--- config.mk ---
export PLATFORM = sky130hd
export DESIGN_NAME = huff_encoder_param_flat
export DESIGN_NICKNAME = d
export VERILOG_FILES = /design/src/rtl/huff_encoder_param_if.sv /design/src/rtl/huff_encoder_param.sv /design/src/flat_wrapper.sv
export SDC_FILE = /design/constraint.sdc
export NUM_CORES = 1
export LEC_CHECK = 0
export ABC_CLOCK_PERIOD_IN_PS = 36100
export CORE_ASPECT_RATIO = 1.25
export CORE_MARGIN = 5
export CORE_UTILIZATION = 25
export DETAILED_ROUTE_END_ITERATION = 8
export GPL_TIMING_DRIVEN = 1
export REMOVE_ABC_BUFFERS = 1
export SYNTH_ARGS = -nofsm -noshare
export SYNTH_HDL_FRONTEND = slang
export SYNTH_SLANG_ARGS = --single-unit
--- constraint.sdc ---
create_clock -name clk -period 36.1 [get_ports clk]
set_input_delay 3.61 -clock clk [delete_from_list [all_inputs] [get_ports clk]]
set_output_delay 3.61 -clock clk [all_outputs]
set_load 0.02 [all_outputs]
--- src/rtl/huff_encoder_param_if.sv ---
`default_nettype none
// ============================================================================
//  Module      : huff_encoder_param_if
//  Description : Symbol-in / code-table-out stream bundle for the
//                parametrised Huffman encoder.
//  Revision    : 1.0 - initial release
// ============================================================================
interface huff_encoder_param_if #(
    parameter int SYM_W  = 7,
    parameter int CODE_W = 8
);
    localparam int c_LW = $clog2(CODE_W + 1);

    logic              in_valid;
    logic              in_ready;
    logic [SYM_W-1:0]  in_sym;
    logic              in_last;
    logic              out_valid;
    logic              out_ready;
    logic [SYM_W-1:0]  out_sym;
    logic [CODE_W-1:0] out_code;
    logic [c_LW-1:0]   out_len;
    logic              out_last;
    logic              busy;

    // Producer of symbols / consumer of the code table.
    modport master (
        output in_valid, in_sym, in_last, out_ready,
        input  in_ready, out_valid, out_sym, out_code, out_len, out_last, busy
    );

    // The encoder itself.
    modport slave (
        input  in_valid, in_sym, in_last, out_ready,
        output in_ready, out_valid, out_sym, out_code, out_len, out_last, busy
    );
endinterface
`default_nettype wire

--- src/rtl/huff_encoder_param.sv ---
`default_nettype none
// ============================================================================
//  Module      : huff_encoder_param
//  Description : Collects a block of symbols, counts frequencies, builds a
//                Huffman tree one merge per cycle, assigns canonical codes
//                and streams the (symbol, code, length) table.
//  Revision    : 1.0 - initial release
// ============================================================================
module huff_encoder_param #(
    parameter int SYM_W   = 7,
    parameter int BLK_LEN = 5,
    parameter int CODE_W  = 8
) (
    input  logic                clk,
    input  logic                reset,
    huff_encoder_param_if.slave bus
);
    localparam int c_NODES = 2 * BLK_LEN - 1;
    localparam int c_NID_W = $clog2(c_NODES);
    localparam int c_FW    = $clog2(BLK_LEN + 1);
    localparam int c_LW    = $clog2(CODE_W + 1);

    typedef enum logic [1:0] {
        S_COLLECT = 2'd0,
        S_BUILD   = 2'd1,
        S_CANON   = 2'd2,
        S_EMIT    = 2'd3
    } state_t;

    state_t r_state;
    state_t w_state_nxt;

    // Leaves occupy node indices 0..BLK_LEN-1, internal nodes follow.
    logic [SYM_W-1:0]   r_sym   [BLK_LEN];
    logic [c_FW-1:0]    r_freq  [c_NODES];
    logic [c_NODES-1:0] r_act;
    logic [c_NID_W-1:0] r_grp   [BLK_LEN];
    logic [c_LW-1:0]    r_depth [BLK_LEN];
    logic [CODE_W-1:0]  r_code  [BLK_LEN];
    logic [BLK_LEN-1:0] r_asg;
    logic [c_FW-1:0]    r_u;
    logic [c_FW-1:0]    r_cnt;
    logic [c_FW-1:0]    r_mcnt;
    logic [c_FW-1:0]    r_ccnt;
    logic [c_FW-1:0]    r_eidx;
    logic [CODE_W-1:0]  r_pcode;
    logic [c_LW-1:0]    r_pdepth;

    logic               w_accept;
    logic               w_end;
    logic               w_hit;
    logic [BLK_LEN-1:0] w_hit_oh;
    logic [c_FW-1:0]    w_u_nxt;
    logic               w_m1_ok;
    logic               w_m2_ok;
    logic [c_NID_W-1:0] w_m1;
    logic [c_NID_W-1:0] w_m2;
    logic [c_FW-1:0]    w_f1;
    logic [c_FW-1:0]    w_f2;
    logic [c_NID_W-1:0] w_new;
    logic               w_sel_ok;
    logic [BLK_LEN-1:0] w_sel_oh;
    logic [c_LW-1:0]    w_sel_d;
    logic [SYM_W-1:0]   w_sel_s;
    logic [CODE_W-1:0]  w_code_nxt;
    logic [SYM_W-1:0]   w_e_sym;
    logic [CODE_W-1:0]  w_e_code;
    logic [c_LW-1:0]    w_e_len;
    logic               w_e_last;
    logic               w_emit;
    logic               w_done;

    assign w_accept = (r_state == S_COLLECT) && bus.in_valid;
    assign w_end    = bus.in_last || (r_cnt == c_FW'(BLK_LEN - 1));
    assign w_u_nxt  = w_hit ? r_u : r_u + c_FW'(1);
    assign w_new    = c_NID_W'(BLK_LEN) + c_NID_W'(r_mcnt);

    // Look the incoming symbol up among the leaves seen so far.
    always_comb begin
        w_hit    = 1'b0;
        w_hit_oh = '0;
        for (int i = 0; i < BLK_LEN; i++) begin
            if (!w_hit && (c_FW'(i) < r_u) && (r_sym[i] == bus.in_sym)) begin
                w_hit       = 1'b1;
                w_hit_oh[i] = 1'b1;
            end
        end
    end

    // Two smallest active nodes; strict compare in ascending order keeps the lower index on ties.
    always_comb begin
        w_m1_ok = 1'b0;
        w_m1    = '0;
        w_f1    = '0;
        w_m2_ok = 1'b0;
        w_m2    = '0;
        w_f2    = '0;
        for (int n = 0; n < c_NODES; n++) begin
            if (r_act[n] && (!w_m1_ok || (r_freq[n] < w_f1))) begin
                w_m1_ok = 1'b1;
                w_m1    = c_NID_W'(n);
                w_f1    = r_freq[n];
            end
        end
        for (int n = 0; n < c_NODES; n++) begin
            if (r_act[n] && (c_NID_W'(n) != w_m1) && (!w_m2_ok || (r_freq[n] < w_f2))) begin
                w_m2_ok = 1'b1;
                w_m2    = c_NID_W'(n);
                w_f2    = r_freq[n];
            end
        end
    end

    // Next leaf to receive a canonical code: smallest (depth, symbol) not yet assigned.
    always_comb begin
        w_sel_ok = 1'b0;
        w_sel_oh = '0;
        w_sel_d  = '0;
        w_sel_s  = '0;
        for (int l = 0; l < BLK_LEN; l++) begin
            if ((c_FW'(l) < r_u) && !r_asg[l] &&
                (!w_sel_ok || (r_depth[l] < w_sel_d) ||
                 ((r_depth[l] == w_sel_d) && (r_sym[l] < w_sel_s)))) begin
                w_sel_ok    = 1'b1;
                w_sel_oh    = '0;
                w_sel_oh[l] = 1'b1;
                w_sel_d     = r_depth[l];
                w_sel_s     = r_sym[l];
            end
        end
    end

    assign w_code_nxt = (r_ccnt == '0) ? '0
                      : ((r_pcode + CODE_W'(1)) << (w_sel_d - r_pdepth));

    // Table entry currently on offer, in first-appearance order.
    always_comb begin
        w_e_sym  = '0;
        w_e_code = '0;
        w_e_len  = '0;
        for (int l = 0; l < BLK_LEN; l++) begin
            if (c_FW'(l) == r_eidx) begin
                w_e_sym  = r_sym[l];
                w_e_code = r_code[l];
                w_e_len  = r_depth[l];
            end
        end
    end

    assign w_e_last = (r_eidx == r_u - c_FW'(1));
    assign w_emit   = (r_state == S_EMIT);
    assign w_done   = w_emit && bus.out_ready && w_e_last;

    assign bus.in_ready  = (r_state == S_COLLECT);
    assign bus.busy      = (r_state != S_COLLECT);
    assign bus.out_valid = w_emit;
    assign bus.out_sym   = w_emit ? w_e_sym  : '0;
    assign bus.out_code  = w_emit ? w_e_code : '0;
    assign bus.out_len   = w_emit ? w_e_len  : '0;
    assign bus.out_last  = w_emit && w_e_last;

    // State register.
    always_ff @(posedge clk) begin
        if (reset) begin
            r_state <= S_COLLECT;
        end else begin
            r_state <= w_state_nxt;
        end
    end

    // Phase sequencing; a single-leaf block needs no merges and skips BUILD.
    always_comb begin
        w_state_nxt = r_state;
        case (r_state)
            S_COLLECT: if (w_accept && w_end)
                           w_state_nxt = (w_u_nxt == c_FW'(1)) ? S_CANON : S_BUILD;
            S_BUILD:   if (r_mcnt == r_u - c_FW'(2)) w_state_nxt = S_CANON;
            S_CANON:   if (r_ccnt == r_u - c_FW'(1)) w_state_nxt = S_EMIT;
            S_EMIT:    if (w_done) w_state_nxt = S_COLLECT;
            default:   w_state_nxt = S_COLLECT;
        endcase
    end

    // Tables and counters; cleared on reset and after the last table entry leaves.
    always_ff @(posedge clk) begin
        if (reset || w_done) begin
            for (int n = 0; n < c_NODES; n++) r_freq[n] <= '0;
            for (int l = 0; l < BLK_LEN; l++) begin
                r_sym[l]   <= '0;
                r_grp[l]   <= '0;
                r_depth[l] <= '0;
                r_code[l]  <= '0;
            end
            r_act    <= '0;
            r_asg    <= '0;
            r_u      <= '0;
            r_cnt    <= '0;
            r_mcnt   <= '0;
            r_ccnt   <= '0;
            r_eidx   <= '0;
            r_pcode  <= '0;
            r_pdepth <= '0;
        end else begin
            case (r_state)
                S_COLLECT: begin
                    if (w_accept) begin
                        r_cnt <= w_end ? '0 : r_cnt + c_FW'(1);
                        for (int l = 0; l < BLK_LEN; l++) begin
                            if (w_hit_oh[l]) r_freq[l] <= r_freq[l] + c_FW'(1);
                            if (!w_hit && (c_FW'(l) == r_u)) begin
                                r_sym[l]   <= bus.in_sym;
                                r_freq[l]  <= c_FW'(1);
                                r_act[l]   <= 1'b1;
                                r_grp[l]   <= c_NID_W'(l);
                                r_depth[l] <= '0;
                            end
                        end
                        if (w_end && (w_u_nxt == c_FW'(1))) r_depth[0] <= c_LW'(1);
                        r_u <= w_u_nxt;
                    end
                end
                S_BUILD: begin
                    r_freq[w_new] <= w_f1 + w_f2;
                    r_act[w_m1]   <= 1'b0;
                    r_act[w_m2]   <= 1'b0;
                    r_act[w_new]  <= 1'b1;
                    for (int l = 0; l < BLK_LEN; l++) begin
                        if ((c_FW'(l) < r_u) && ((r_grp[l] == w_m1) || (r_grp[l] == w_m2))) begin
                            r_depth[l] <= r_depth[l] + c_LW'(1);
                            r_grp[l]   <= w_new;
                        end
                    end
                    r_mcnt <= r_mcnt + c_FW'(1);
                end
                S_CANON: begin
                    for (int l = 0; l < BLK_LEN; l++) begin
                        if (w_sel_oh[l]) begin
                            r_code[l] <= w_code_nxt;
                            r_asg[l]  <= 1'b1;
                        end
                    end
                    r_pcode  <= w_code_nxt;
                    r_pdepth <= w_sel_d;
                    r_ccnt   <= r_ccnt + c_FW'(1);
                end
                S_EMIT: begin
                    if (bus.out_ready) r_eidx <= r_eidx + c_FW'(1);
                end
                default: ;
            endcase
        end
    end
endmodule
`default_nettype wire

--- src/flat_wrapper.sv ---
// flat-port wrapper written by rule: the top's interface ports become plain ports
module huff_encoder_param_flat 
#(
    parameter int SYM_W   = 7,
    parameter int BLK_LEN = 5,
    parameter int CODE_W  = 8
)
  (clk, reset, bus_in_valid, bus_in_sym, bus_in_last, bus_out_ready, bus_in_ready, bus_out_valid, bus_out_sym, bus_out_code, bus_out_len, bus_out_last, bus_busy);
  huff_encoder_param_if #(.SYM_W(SYM_W), .CODE_W(CODE_W)) bus_i ();
  input  logic clk;
  input  logic reset;
  input wire logic [$bits(bus_i.in_valid)-1:0] bus_in_valid;
  input wire logic [$bits(bus_i.in_sym)-1:0] bus_in_sym;
  input wire logic [$bits(bus_i.in_last)-1:0] bus_in_last;
  input wire logic [$bits(bus_i.out_ready)-1:0] bus_out_ready;
  output wire logic [$bits(bus_i.in_ready)-1:0] bus_in_ready;
  output wire logic [$bits(bus_i.out_valid)-1:0] bus_out_valid;
  output wire logic [$bits(bus_i.out_sym)-1:0] bus_out_sym;
  output wire logic [$bits(bus_i.out_code)-1:0] bus_out_code;
  output wire logic [$bits(bus_i.out_len)-1:0] bus_out_len;
  output wire logic [$bits(bus_i.out_last)-1:0] bus_out_last;
  output wire logic [$bits(bus_i.busy)-1:0] bus_busy;
  assign bus_i.in_valid = bus_in_valid;
  assign bus_i.in_sym = bus_in_sym;
  assign bus_i.in_last = bus_in_last;
  assign bus_i.out_ready = bus_out_ready;
  assign bus_in_ready = bus_i.in_ready;
  assign bus_out_valid = bus_i.out_valid;
  assign bus_out_sym = bus_i.out_sym;
  assign bus_out_code = bus_i.out_code;
  assign bus_out_len = bus_i.out_len;
  assign bus_out_last = bus_i.out_last;
  assign bus_busy = bus_i.busy;
  huff_encoder_param #(.SYM_W(SYM_W), .BLK_LEN(BLK_LEN), .CODE_W(CODE_W)) u_core (.clk(clk), .reset(reset), .bus(bus_i));
endmodule
==> reports/results.ini, run 1 <==
[sta]
post-route-worst-setup-slack_ns = 9.80
accumulated_negative_setup_slack_ns = 0
final.setup_skew_ns = 0.0143
slew_violations = 0
endpoints_failing_setup = 0
hold-worst-slack_ns = 0.465
max_freq_ghz = 0.0380
final.min_clock_period_ns = 26.30
finalHoldViolations = 0
min_period_over_period_pct = 72.8
relative_slew_slack_pct = 18.1
tightestPinTransition_ns = 1.21
unrepaired_setup_endpoints_after_global_routing = no

[setup_path]
endpoint_kind = register
cp-endpoint = u_core.r_grp[0][9]
biggest_fanout_along_the_worst_timing_path = 18
worst-r2r-cell-count = 113
worst_setup_path_class = reg2reg
worst_ep_arrival_ns = 26.48
r2r_slack_ns = 9.80
critical-path-max-stage-delay_ns = 0.68
worst_path_most_repeated_cell = sky130_fd_sc_hd__ha_1
crit_path_start = u_core.r_act[0]
standard_cell_with_the_maximum_stage_delay_on_the_critical_path = sky130_fd_sc_hd__nor4_4
regToRegEndpoint = u_core.r_grp[0][9]
setup.worst_path.start_class = register
timing.critical_path.required_ns = 36.28
regToRegStartpoint = u_core.r_act[0]

[yosys]
synth.top_cells.by_area = sky130_fd_sc_hd__edfxtp_1 (29%), sky130_fd_sc_hd__ha_1 (9.7%), sky130_fd_sc_hd__dfxtp_1 (5.9%)
synthesis.area_per_instance_sq_um = 8.87
synthCells = 1635
ys_seq_elements = 185
yosys.area.top_type_share_pct = 29.4
synth_top_cell_by_area = sky130_fd_sc_hd__edfxtp_1
synth_commonest_cells = sky130_fd_sc_hd__nand2_1 (181), sky130_fd_sc_hd__nor2_1 (168), sky130_fd_sc_hd__edfxtp_1 (142)
ys_dominant_reg_cell = sky130_fd_sc_hd__edfxtp_1
async_flop_share_pct = 0
number_of_enable_type_register_cells_in_the_synthesized_netlist = 142
post-synth-top-count-cell = sky130_fd_sc_hd__nand2_1
syn_area_sq_um = 14500
yosysUniqueCellTypes = 95
ys_seq_area_share_pct = 35.3
ys_warn_count = 0

[global_routing]
antenna_found_initial = 0
first_global_vias = 12500
global_routing_usage_summed_across_all_routing_layers_pct = 13.5
globalRoute.totalOverflow = 0
first_pass_grt_wire_length_um = 69100
grt_max_degree = 42

[routing]
route.vias.total = 12600
postRouteWirelength_um = 43700
drc = 0
drt_pass1_iterations = 8
route.detailed.vias_per_inst = 5.26
detailedRoute.firstIterationViolations = 881
postRouteAntennaNets = 0
wl_per_cell_um = 18.3

[worst_hold_path]
hold_class = reg2reg

[place]
placed_cell_area_sq_um = 15600
post-place-cells = 2358
gp_congestion = 0.904
place.detailed.hpwl_um = 33600
detailedPlace.worstSlack_ns = 10.28
buffer_ports.inserted = 34

[die]
fp.coreArea_sq_um = 57400
die_w_um = 225
start_util_pct = 25.3
placementRows = 98
die_area_sq_um = 62900
die_h_um = 279
io-pin-count = 35

[power]
clockPowerShare_pct = 15.6
power_frac_seq_pct = 24.8
internal_power_mw = 0.625
combinationalPowerShare_pct = 59.5
peakVddDrop_v = 0.0000357
switching_power_share_of_the_total_pct = 49.0
finalPower_mw = 1.22
power-per-cell-area_nw_per_um2 = 75.5
total_switching_power_mw = 0.600
power.leakage_nw = 6.04

[finish]
fin_cells = 2390
layout.nets = 1753
antenna-diode-count = 0
drive_above_1_share_pct = 6.10
area_growth_syn_to_layout_pct = 11.9
finish.instance_area_sq_um = 16200
finish.utilization_pct = 28.3
filler_cell_count = 6056

[flow_run]
max_cap_violations = 0

[status]
run_status = complete, no violations

[clock_tree]
cts_resized = 0
clk_path_buf_depth = 2
clkSlewWorstSetupHoldPaths_ns = 0.08
tritoncts_num_sinks = 185
clock-root-buffer = sky130_fd_sc_hd__clkbuf_16
cts_max_level = 4
clock_latency_ns = 0.44
clock_tree_from_tritoncts = yes
tritoncts.num_buffers = 17
cts_setup_buffers = 0
post_cts_hold_buffer_count = 0

-- layer usage --
layer / track usage, % / vias to the layer above / part of all wire, %
li1: - / 6064 / -
met1: 16.7 / 6003 / 42
met2: 23.6 / 422 / 50
met3: 2.24 / 94 / 5.2
met4: 5.06 / 0 / 3.3
met5: 0 / - / 0
-- how the worst min path moves through the flow --
stage	start	to	cells past startpoint
floorplan	u_core.r_asg[3]	u_core.r_asg[3]	2
global placement	u_core.r_asg[1]	u_core.r_asg[1]	2
detailed placement	u_core.r_asg[1]	u_core.r_asg[1]	2
CTS	u_core.r_asg[3]	u_core.r_asg[3]	2
global route	u_core.r_asg[4]	u_core.r_asg[4]	2
finish	u_core.r_asg[3]	u_core.r_asg[3]	2
-- flip-flops by register name, summed over array words and instances, names as in the netlist --
| signal | cells |
|---|---|
| u_core.r_code | 40 |
| u_core.r_sym | 35 |
| u_core.r_freq | 27 |
| u_core.r_depth | 20 |
| u_core.r_grp | 20 |
| u_core.r_act | 9 |
| u_core.r_pcode | 8 |
| u_core.r_asg | 5 |
| u_core.r_pdepth | 4 |
| u_core.r_ccnt | 3 |
| u_core.r_cnt | 3 |
| u_core.r_eidx | 3 |
| u_core.r_mcnt | 3 |
| u_core.r_u | 3 |
| u_core.r_state | 2 |
-- layout make-up --
| type | count | area (sq um) | area share [%] |
|---|---|---|---|
| clock buffers | 17 | 425 | 2.62 |
| clock inverters | 15 | 195 | 1.20 |
| inverters | 88 | 330 | 2.04 |
| multi-input cells | 1288 | 8770 | 54.1 |
| flip-flops and latches | 185 | 5120 | 31.6 |
| well taps | 750 | 938 | 5.79 |
| repair buffers | 47 | 438 | 2.70 |
-- power groups by stage --
| stage | registers (mW) | clock network (mW) | logic, mW |
|---|---|---|---|
| floorplan | 0.292 | 0 | 0.531 |
| global placement | 0.307 | 0 | 0.708 |
| detailed placement | 0.308 | 0 | 0.720 |
| CTS | 0.303 | 0.196 | 0.725 |
| global route | 0.308 | 0.206 | 0.802 |
| finish | 0.304 | 0.192 | 0.729 |
-- cells in the final DEF (no fill, tap or decap), types with 26 or more instances in the layout --
cell type                         instances
sky130_fd_sc_hd__a21oi_1                102
sky130_fd_sc_hd__and2_1                  26
sky130_fd_sc_hd__clkdlybuf4s50_1         34
sky130_fd_sc_hd__dfxtp_1                 43
sky130_fd_sc_hd__edfxtp_1               142
sky130_fd_sc_hd__ha_1                   112
sky130_fd_sc_hd__inv_1                   88
sky130_fd_sc_hd__nand2_1                181
sky130_fd_sc_hd__nand3_1                 50
sky130_fd_sc_hd__nor2_1                 168
sky130_fd_sc_hd__nor2b_1                 29
sky130_fd_sc_hd__o21a_1                  28
sky130_fd_sc_hd__o21ai_0                 79
sky130_fd_sc_hd__xnor2_1                 61
sky130_fd_sc_hd__xor2_1                  34
-- critical path, delay by kind of cell, from the launching register on --
kind / cells / cell delay [ns]
buf+inv: 11 / 0.76
mux: 6 / 2.13
fa+ha+maj: 16 / 4.66
compound gates: 53 / 13.19
simple gates: 27 / 4.72
flops: 1 / 0.56
-- cell families (layout without fill, tap and decap cells) --
family                   Yosys count  after routing  synth area share (%)
AO/OA/AOI/OAI                    462            462                  23.1
XOR/XNOR                          95             95                  5.74
adder cells (fa/ha/maj)          114            114                  9.94
buffers and inverters            162            167                  4.32
flip-flops                       185            185                  35.3
multiplexers                      32             32                  2.30
AND/OR/NAND/NOR                  585            585                  19.2
No activity file was read; power rests on OpenSTA's default activity.
==> run 2, diff against run 1 <==
- ABC_CLOCK_PERIOD_IN_PS: 36100 -> 25600
- clock period: 36.1 -> 25.6 ns (I/O delays scaled with it)
==> reports/results.ini, run 2 (synthesis gave the netlist of run 1 again) <==
[status]
run_status = complete, no violations

[flow_run]
max_cap_violations = 0  ; unchanged

[global_routing]
grt_max_degree = 42  ; unchanged
global_route.peak_usage_layer = met2
grt_util_met2_pct = 23.7  ; +0.085 points
globalRoute.totalOverflow = 0  ; unchanged
antenna_found_initial = 0  ; unchanged
first_pass_grt_wire_length_um = 67700  ; -2.0%
first_global_vias = 12400  ; -1.4%
met3_demand_to_capacity_share_in_global_routing_pct = 1.66  ; -0.58 points
grt_util_met1_pct = 16.6  ; -0.10 points
global_routing_usage_summed_across_all_routing_layers_pct = 13.3  ; -0.24 points

[finish]
most-common-layout-cells = sky130_fd_sc_hd__nand2_1 (181), sky130_fd_sc_hd__nor2_1 (168), sky130_fd_sc_hd__edfxtp_1 (142), sky130_fd_sc_hd__ha_1 (112), sky130_fd_sc_hd__a21oi_1 (99)
largest_register = u_core.r_code
largest_register_ffs = 40  ; unchanged
area_growth_syn_to_layout_pct = 13.3
layout.nets = 1765  ; +0.68%
multiInputGateArea_sq_um = 8880  ; +1.4%
filler_cell_count = 6107  ; +0.84%
largest_registers = u_core.r_code (40), u_core.r_sym (35), u_core.r_freq (27)
finish.instance_area_sq_um = 16400  ; +1.3%
mostFrequentLayoutCell = sky130_fd_sc_hd__nand2_1
finish.utilization_pct = 28.6  ; +0.37 points
fin_cells = 2402  ; +0.50%
drive_above_1_share_pct = 7.93  ; +1.8 points
ff_latch_area_sq_um = 5130  ; about the same
antenna-diode-count = 0  ; unchanged

[clock_tree]
tritoncts_num_sinks = 185  ; unchanged
clk_path_buf_depth = 2  ; unchanged
cts_max_level = 4  ; unchanged
tritoncts.num_buffers = 17  ; unchanged
clock-root-buffer = sky130_fd_sc_hd__clkbuf_16
clock_latency_ns = 0.46  ; +0.02 ns
clock_tree_from_tritoncts = yes
post_cts_hold_buffer_count = 0  ; unchanged
clkSlewWorstSetupHoldPaths_ns = 0.08  ; about the same

[sta]
accumulated_negative_setup_slack_ns = 0  ; unchanged
final.min_clock_period_ns = 23.92  ; -2.38 ns
relative_slew_slack_pct = 25.5  ; +7.4 points
final.setup_skew_ns = 0.0177  ; +0.00345 ns
tightestPinTransition_ns = 1.11  ; -0.105 ns
post-route-worst-setup-slack_ns = 1.68  ; -8.12 ns
min_period_over_period_pct = 93.4  ; +21 points
max_freq_ghz = 0.0418  ; +10%
slew_violations = 0  ; unchanged
endpoints_failing_setup = 0  ; unchanged
finalHoldViolations = 0  ; unchanged

[setup_path]
worst-r2r-cell-count = 114  ; +0.88%
worst_ep_arrival_ns = 24.13  ; -2.35 ns
path_buf_inv = 12  ; +1
setup.worst_path.start_class = register
critical-path-max-stage-delay_ns = 0.45  ; -0.23 ns
worst_path_most_repeated_cell = sky130_fd_sc_hd__ha_1
timing.critical_path.required_ns = 25.81  ; -10.47 ns
standard_cell_with_the_maximum_stage_delay_on_the_critical_path = sky130_fd_sc_hd__dfxtp_2
path_delay_family = compound AO/OA/AOI/OAI gates
endpoint_kind = register
worst_setup_path_class = reg2reg
biggest_fanout_along_the_worst_timing_path = 12  ; -6
worst-path-stages = 114  ; +0.88%

[place]
gp_congestion = 0.918  ; +1.6%
buffer_ports.inserted = 34  ; unchanged
post-place-cells = 2360  ; +0.085%
placed_cell_area_sq_um = 15600  ; about the same
detailedPlace.worstSlack_ns = -0.0902  ; -10.37 ns
place.detailed.hpwl_um = 33100  ; -1.5%

[routing]
drc = 0  ; unchanged
route.detailed.vias_per_inst = 5.31  ; +0.84%
route.vias.total = 12800  ; +1.3%
postRouteWirelength_um = 43600  ; about the same
postRouteAntennaNets = 0  ; unchanged
drt_pass1_iterations = 7  ; -1
detailedRoute.firstIterationViolations = 834  ; -5.3%
wl_per_cell_um = 18.2  ; -0.52%

[power]
peakVddDrop_v = 0.0000636  ; +78%
power_frac_seq_pct = 24.6  ; -0.2 points
switching_power_share_of_the_total_pct = 49.1  ; +0.14 points
combinationalPowerShare_pct = 59.8  ; +0.3 points
power-per-cell-area_nw_per_um2 = 106  ; +41%
total_switching_power_mw = 0.859  ; +43%
clockPowerShare_pct = 15.7  ; about the same
power.leakage_nw = 6.12  ; +1.2%
internal_power_mw = 0.888  ; +42%

[die]
die_h_um = 279  ; unchanged
fp.coreArea_sq_um = 57400  ; unchanged
io-pin-count = 35  ; unchanged
placementRows = 98  ; unchanged
die_area_sq_um = 62900  ; unchanged
start_util_pct = 25.3  ; unchanged
die_w_um = 225  ; unchanged

[worst_hold_path]
whs_path_depth = 2  ; unchanged
hold_class = reg2reg

[run 2: cell types whose count changed in the layout (fill, tap and decap cells not counted), sizes merged]
cell	before	now
inv	93	94
buf	13	25
clkinv	9	8
[run 2: worst paths after layout]
kind,start,end,slack [ns]
max,u_core.r_act[0],u_core.r_freq[2][2],1.68
min reg2reg,u_core.r_asg[1],u_core.r_asg[1],0.47
min,u_core.r_asg[1],u_core.r_asg[1],0.47
max reg2reg,u_core.r_act[0],u_core.r_freq[2][2],1.68
[run 2: metal layers]
layer,up-vias,share of wire [%]
li1,6098,-
met5,-,0
met3,73,4.7
met4,0,3.0
met1,6198,42
met2,383,50
[run 2: what timing repair did]
item                                    in CTS  in global routing
pin swaps                                    1                  4
buffers inserted                             0                 10
endpoints found under the setup margin      44                113
resized for setup                            1                 25
[run 2: cell type report]
| cell class | count | share of cell area (%) |
|---|---|---|
| multi-input cells | 1288 | 54.1 |
| flip-flops and latches | 185 | 31.2 |
| clock inverters | 15 | 1.19 |
| well taps | 750 | 5.71 |
| repair buffers | 59 | 3.21 |
| inverters | 88 | 2.01 |
| clock buffers | 17 | 2.59 |
[run 2: per-stage QoR]
| stage | power [mW] | hold slack, ns |
|---|---|---|
| floorplan | 1.16 | 0.416 |
| global placement | 1.43 | 0.437 |
| detailed placement | 1.44 | 0.451 |
| CTS | 1.72 | 0.468 |
| global route | 1.88 | 0.489 |
| finish | 1.75 | 0.467 |
[run 2: worst reg2reg max path, delay by kind of cell (launching register included)]
| family | cells | cell delay [ns] |
|---|---|---|
| adder cells (fa/ha/maj) | 18 | 5.10 |
| AND/OR/NAND/NOR | 30 | 5.23 |
| multiplexers | 5 | 1.65 |
| buffers and inverters | 12 | 0.92 |
| AO/OA/AOI/OAI | 49 | 10.33 |
| flip-flops | 1 | 0.45 |
[run 2: power groups by stage]
stage               registers, mW  clock network, mW  logic (mW)
finish                      0.429              0.274        1.04
global route                0.433              0.288        1.16
CTS                         0.427              0.277        1.02
detailed placement          0.434                  0        1.01
global placement            0.432                  0       0.996
floorplan                   0.412                  0       0.749
==> run 3, diff against run 2 <==
- CORE_MARGIN: 5 -> unset
- CTS_CLUSTER_DIAMETER: unset -> 50
==> reports/results.ini, run 3 (synthesis gave the netlist of run 1 again) <==
[status]
run_status = complete, no violations

[worst_hold_path]
whs_path_depth = 2  ; unchanged
hold_class = reg2reg
holdCritStartpoint = u_core.r_asg[3]
hold_end = u_core.r_asg[3]

[finish]
most-common-layout-cells = sky130_fd_sc_hd__nand2_1 (181), sky130_fd_sc_hd__nor2_1 (168), sky130_fd_sc_hd__edfxtp_1 (142), sky130_fd_sc_hd__ha_1 (112), sky130_fd_sc_hd__a21oi_1 (101)
largest_registers = u_core.r_code (40), u_core.r_sym (35), u_core.r_freq (27)
finish.instance_area_sq_um = 16400  ; -0.12%
filler_cell_count = 6052  ; -0.90%
largest_register = u_core.r_code
ff_latch_area_sq_um = 5130  ; unchanged
drive_above_1_share_pct = 7.63  ; -0.30 points
antenna-diode-count = 0  ; unchanged
largest_register_ffs = 40  ; unchanged
area_growth_syn_to_layout_pct = 13.2
multiInputGateArea_sq_um = 8840  ; -0.48%
layout.nets = 1764  ; -0.057%
mostFrequentLayoutCell = sky130_fd_sc_hd__nand2_1

[global_routing]
antenna_found_initial = 0  ; unchanged
grt_max_degree = 42  ; unchanged
globalRoute.totalOverflow = 0  ; unchanged
global_routing_usage_summed_across_all_routing_layers_pct = 14.7  ; +1.4 points
first_global_vias = 12400  ; +0.35%
first_pass_grt_wire_length_um = 68700  ; +1.5%

[die]
die_h_um = 271  ; -2.9%
placementRows = 98  ; unchanged
fp.coreArea_sq_um = 57300  ; -0.21%
start_util_pct = 25.3  ; +0.054 points
io-pin-count = 35  ; unchanged
die_area_sq_um = 59000  ; -6.3%
die_w_um = 217  ; -3.5%

[sta]
final.setup_skew_ns = 0.0195  ; +0.00181 ns
endpoints_failing_setup = 0  ; unchanged
accumulated_negative_setup_slack_ns = 0  ; unchanged
min_period_over_period_pct = 93.6  ; +0.13 points
slew_violations = 0  ; unchanged
relative_slew_slack_pct = 12.4  ; -13 points
post-route-worst-setup-slack_ns = 1.65  ; -0.0344 ns
hold-worst-slack_ns = 0.452  ; -0.0150 ns
finalHoldViolations = 0  ; unchanged
tightestPinTransition_ns = 1.30  ; +0.197 ns
max_freq_ghz = 0.0418  ; -0.14%
final.min_clock_period_ns = 23.95  ; +0.0344 ns

[setup_path]
worst_ep_arrival_ns = 24.13  ; about the same
r2r_slack_ns = 1.65  ; -0.03 ns
worst_setup_path_class = reg2reg
critical-path-max-stage-delay_ns = 0.45  ; about the same
biggest_fanout_along_the_worst_timing_path = 16  ; +4
regToRegEndpoint = u_core.r_grp[0][13]
worst_path_most_repeated_cell = sky130_fd_sc_hd__ha_1
timing.critical_path.required_ns = 25.78  ; -0.03 ns
regToRegStartpoint = u_core.r_act[0]
endpoint_kind = register
standard_cell_with_the_maximum_stage_delay_on_the_critical_path = sky130_fd_sc_hd__dfxtp_2
worst-r2r-cell-count = 115  ; +0.88%
crit_path_start = u_core.r_act[0]
setup.worst_path.start_class = register

[power]
power-per-cell-area_nw_per_um2 = 107  ; +0.84%
peakVddDrop_v = 0.0000555  ; -13%
power.leakage_nw = 6.11  ; about the same

[clock_tree]
tritoncts.num_buffers = 17  ; unchanged
clk_path_buf_depth = 2  ; unchanged
clock_latency_ns = 0.45  ; about the same
tritoncts_num_sinks = 185  ; unchanged
post_cts_hold_buffer_count = 0  ; unchanged
cts_max_level = 4  ; unchanged
clkSlewWorstSetupHoldPaths_ns = 0.09  ; about the same
clock_tree_from_tritoncts = yes
clock-root-buffer = sky130_fd_sc_hd__clkbuf_16

[place]
buffer_ports.inserted = 34  ; unchanged
place.detailed.hpwl_um = 33900  ; +2.5%
placed_cell_area_sq_um = 15600  ; unchanged
gp_congestion = 0.930  ; +1.2%
detailedPlace.worstSlack_ns = -0.151  ; -0.0611 ns

[flow_run]
max_cap_violations = 0  ; unchanged

[routing]
drc = 0  ; unchanged
route.detailed.vias_per_inst = 5.33  ; +0.43%
detailedRoute.firstIterationViolations = 1022  ; +23%
postRouteAntennaNets = 0  ; unchanged
wl_per_cell_um = 18.4  ; +1.2%
drt_pass1_iterations = 6  ; -1
route.vias.total = 12800  ; +0.38%
postRouteWirelength_um = 44100  ; +1.1%

[run 3: cell types whose count changed in the layout (fill, tap and decap cells not counted), sizes merged]
cell / delta
inv: -1
buf: -1
clkinv: -1
bufinv: +2
[run 3: worst max path at each step]
| stage | to | slack (ns) | depth (start not counted) |
|---|---|---|---|
| 2_1_floorplan | u_core.r_grp[0][13] | 2.74 | 112 |
| 4_1_cts | u_core.r_grp[0][13] | 0.008 | 111 |
| 6_report | u_core.r_grp[0][13] | 1.65 | 115 |
| 3_3_place_gp | u_core.r_grp[0][13] | 0.82 | 112 |
| 3_5_place_dp | u_core.r_grp[0][13] | -0.15 | 111 |
| 5_1_grt | u_core.r_freq[2][2] | -0.07 | 114 |
[run 3: repair_timing]
action / 4_1_cts / 5_1_grt
gates resized for setup: 1 / 20
pin swaps: 1 / 3
setup buffers: 0 / 9
setup endpoints to repair: 44 / 113
[run 3: area by class of cell]
type,count,area share [%]
clock buffers,17,2.59
inverters,88,2.01
well taps,750,5.72
repair buffers,58,3.17
clock inverters,15,1.37
flip-flops and latches,185,31.2
multi-input cells,1288,53.9
[run 3: where the power goes]
group	internal, mW	switching, mW
clock	0.152	0.133
combinational	0.383	0.663
sequential	0.370	0.0594
[run 3: critical path: cells and delay by family (launching register included)]
kind | cells | cell delay (ns)
buf+inv | 13 | 1.18
simple gates | 27 | 4.56
fa+ha+maj | 16 | 4.50
mux | 6 | 2.11
compound gates | 53 | 10.84
flops | 1 | 0.45
[run 3: routing by layer]
layer	GRT usage [%]	wire length, um	vias to the layer above
li1	-	-	6097
met1	17.8	18100	6197
met2	26.4	22300	431
met3	2.02	2500	76
met4	5.19	1170	0
met5	0	0	-
[run 3: per-stage QoR]
| step | power, mW | std cells | utilization, % |
|---|---|---|---|
| floorplan | 1.16 | 1561 | - |
| global placement | 1.43 | 2360 | 27.3 |
| detailed placement | 1.45 | 2360 | 27.3 |
| CTS | 1.74 | 2392 | 28.4 |
| global route | 1.89 | 2401 | 28.7 |
| finish | 1.76 | 2401 | 28.7 |
==> patch, RTL diff (config.mk and constraints of run 2) <==
`CODE_W` is set to 8 in 3 places; all go to 16.
--- a/src/rtl/huff_encoder_param_if.sv
+++ b/src/rtl/huff_encoder_param_if.sv
@@ -9,3 +9,3 @@
     parameter int SYM_W  = 7,
-    parameter int CODE_W = 8
+    parameter int CODE_W = 16
 );
--- a/src/rtl/huff_encoder_param.sv
+++ b/src/rtl/huff_encoder_param.sv
@@ -11,3 +11,3 @@
     parameter int BLK_LEN = 5,
-    parameter int CODE_W  = 8
+    parameter int CODE_W  = 16
 ) (
--- a/src/flat_wrapper.sv
+++ b/src/flat_wrapper.sv
@@ -5,3 +5,3 @@
     parameter int BLK_LEN = 5,
-    parameter int CODE_W  = 8
+    parameter int CODE_W  = 16
 )
Ports: changed (resized bus_out_code and bus_out_len); port bits go from 35 to 44. No check against the original RTL was run, so the function may have changed too.
==> patch against run 2 <==
Global-route usage down 0.15 points. Wire length up 19%. Synthesized area up 19%. Highest routed layer is now met5. Setup slack got worse by 0.46 ns. Sequential cell count increased by 54. First-iteration DRC count increased by 22%. Critical path type unchanged. Total power up 19%. Design area increased by 21%.
==> patch: results (changes against run 2) <==
| Metric | Value |
|---|---|
| Status | completed |
| Largest net degree at the start of global routing | 57 (+36%) |
| Maximum clock insertion buffer count | 3 (+1) |
| Critical path's slowest cell | fa_2 |
| Post-Place Cell Area | 18610 µm² (+19%) |
| Sequential share of the synthesized area | 0.3858 (+0.03237) |
| Top sig layer | met5 |
| H-tree depth | 1 (-3) |
| P_sw | 0.9797 mW (+14%) |
| Post-synth EDFFs | 187 (+32%) |
| Number of DRC markers in iteration 0 | 1017 (+22%) |
| First-pass GRT wire length | 80670 µm (+19%) |
| Met2 wire length | 26090 µm (+20%) |
| Final net count | 2065 (+17%) |
| Final clock skew | 0.02419 ns (+0.006466 ns) |
| Clock latency on the worst-skew pair | 0.56 ns (+0.10 ns) |
| Placed Cells | 2755 (+17%) |
| Dpl hpwl | 39400 µm (+19%) |
| Port Buffer Count | 43 (+26%) |
| DR WL/cell | 18.40 µm (+1.3%) |
| Commonest cells post-synth | 229 x nand2_1, 187 x edfxtp_1, 174 x nor2_1, 123 x o21ai_0, 117 x ha_1 |
| Syn_area_per_cell | 9.042 µm² (+2.0%) |
| Largest registers | u_core.r_code: 80 flops, u_core.r_sym: 35 flops, u_core.r_freq: 27 flops |
| Post-synthesis cell type count | 94 (-1.1%) |
| Gpl congestion | 0.9062 (-1.3%) |
| Ys async rst share | 0 (unchanged) |
| Relative slew slack | 0.2069 (-0.04778) |
| Vias per cell | 5.239 (-1.3%) |
| Post-Route WL | 52050 µm (+19%) |
| P_leak | 7.359 nW (+20%) |
| 1st-pass router iterations | 6 (-1) |
| Area contributors post-synth | edfxtp_1 33%, ha_1 8.5%, dfxtp_1 6.0% |
| CP max FO | 20 (+8) |
| Met3 WL | 3165 µm (+53%) |
| Layout cells sized above 1 | 0.08807 (+0.008772) |
| Worst slack, placed | -0.7742 ns (-0.6840 ns) |
| Cts bufs inserted | 26 (+9) |
| Max VDD drop | 85.47 µV (+34%) |
| Met1 WL | 21450 µm (+16%) |
| Vias in the first global route | 14630 (+18%) |
| Total GRT Usage | 0.1314 (-0.001515) |
| Data arrival, critical path | 24.68 ns (+0.55 ns) |
| Initial antenna violation count | 3 (+3) |
[patch: repair_timing]
action,in CTS,in global routing
setup buffers,0,22
hold endpoints to repair,0,0
endpoints found under the setup margin,104,122
pin swaps,1,8
resized for setup,5,41
gates cloned,0,1
[patch: power groups by stage]
stage | Sequential (mW) | Clock, mW | Combinational [mW]
after floorplan | 0.519 | 0 | 0.820
after global placement | 0.536 | 0 | 1.10
after detailed placement | 0.539 | 0 | 1.13
after CTS | 0.531 | 0.365 | 1.14
after global routing | 0.539 | 0.381 | 1.31
final | 0.534 | 0.357 | 1.19
[patch: layout make-up]
| cell class | count | area, µm² |
|---|---|---|
| Timing Repair Buffer | 86 | 769.5 |
| Inverter | 96 | 360.3 |
| Antenna cell | 3 | 7.507 |
| Clock inverter | 11 | 86.33 |
| Tap cell | 872 | 1091 |
| Multi-Input combinational cell | 1485 | 10150 |
| Sequential cell | 239 | 6656 |
| Clock buffer | 36 | 718.2 |
| Fill cell | 7138 | 48440 |
[patch: worst paths after layout]
kind | from | end | slack, ns | depth (start not counted)
hold / removal | u_core.r_asg[3] | u_core.r_asg[3] | 0.44 | 2
setup reg to reg | u_core.r_act[0] | u_core.r_freq[2][1] | 1.23 | 119
setup / recovery | u_core.r_act[0] | u_core.r_freq[2][1] | 1.23 | 119
hold reg to reg | u_core.r_asg[3] | u_core.r_asg[3] | 0.44 | 2
[patch: cell families (layout without fill, tap and decap cells)]
family	count (synthesis)	count (layout)	share of synthesized area
AO/OA/AOI/OAI	543	543	0.2184
XOR/XNOR	116	116	0.05889
adder cells (fa/ha/maj)	119	119	0.08718
buffers and inverters	185	229	0.04119
flip-flops	239	239	0.3858
multiplexers	52	52	0.03075
other	0	3	0
AND/OR/NAND/NOR	654	655	0.1778
[patch: metrics by stage]
step	util	hold WS [ns]
finish	0.2905	0.4416
global placement	0.2725	0.4344
global route	0.2904	0.4875
detailed placement	0.2725	0.4334
CTS	0.2847	0.4432
floorplan	-	0.4140
[patch: routing by layer]
layer	up-vias	track usage
met1	7179	0.1642
met2	454	0.2393
met5	-	0
li1	7080	-
met3	101	0.01528
met4	2	0.03511
[patch: worst min-delay path, cell delays in order, from the launching register on]
cell     delay (ns)
dfxtp_1        0.31
nand2_1        0.05
nand2_1        0.04
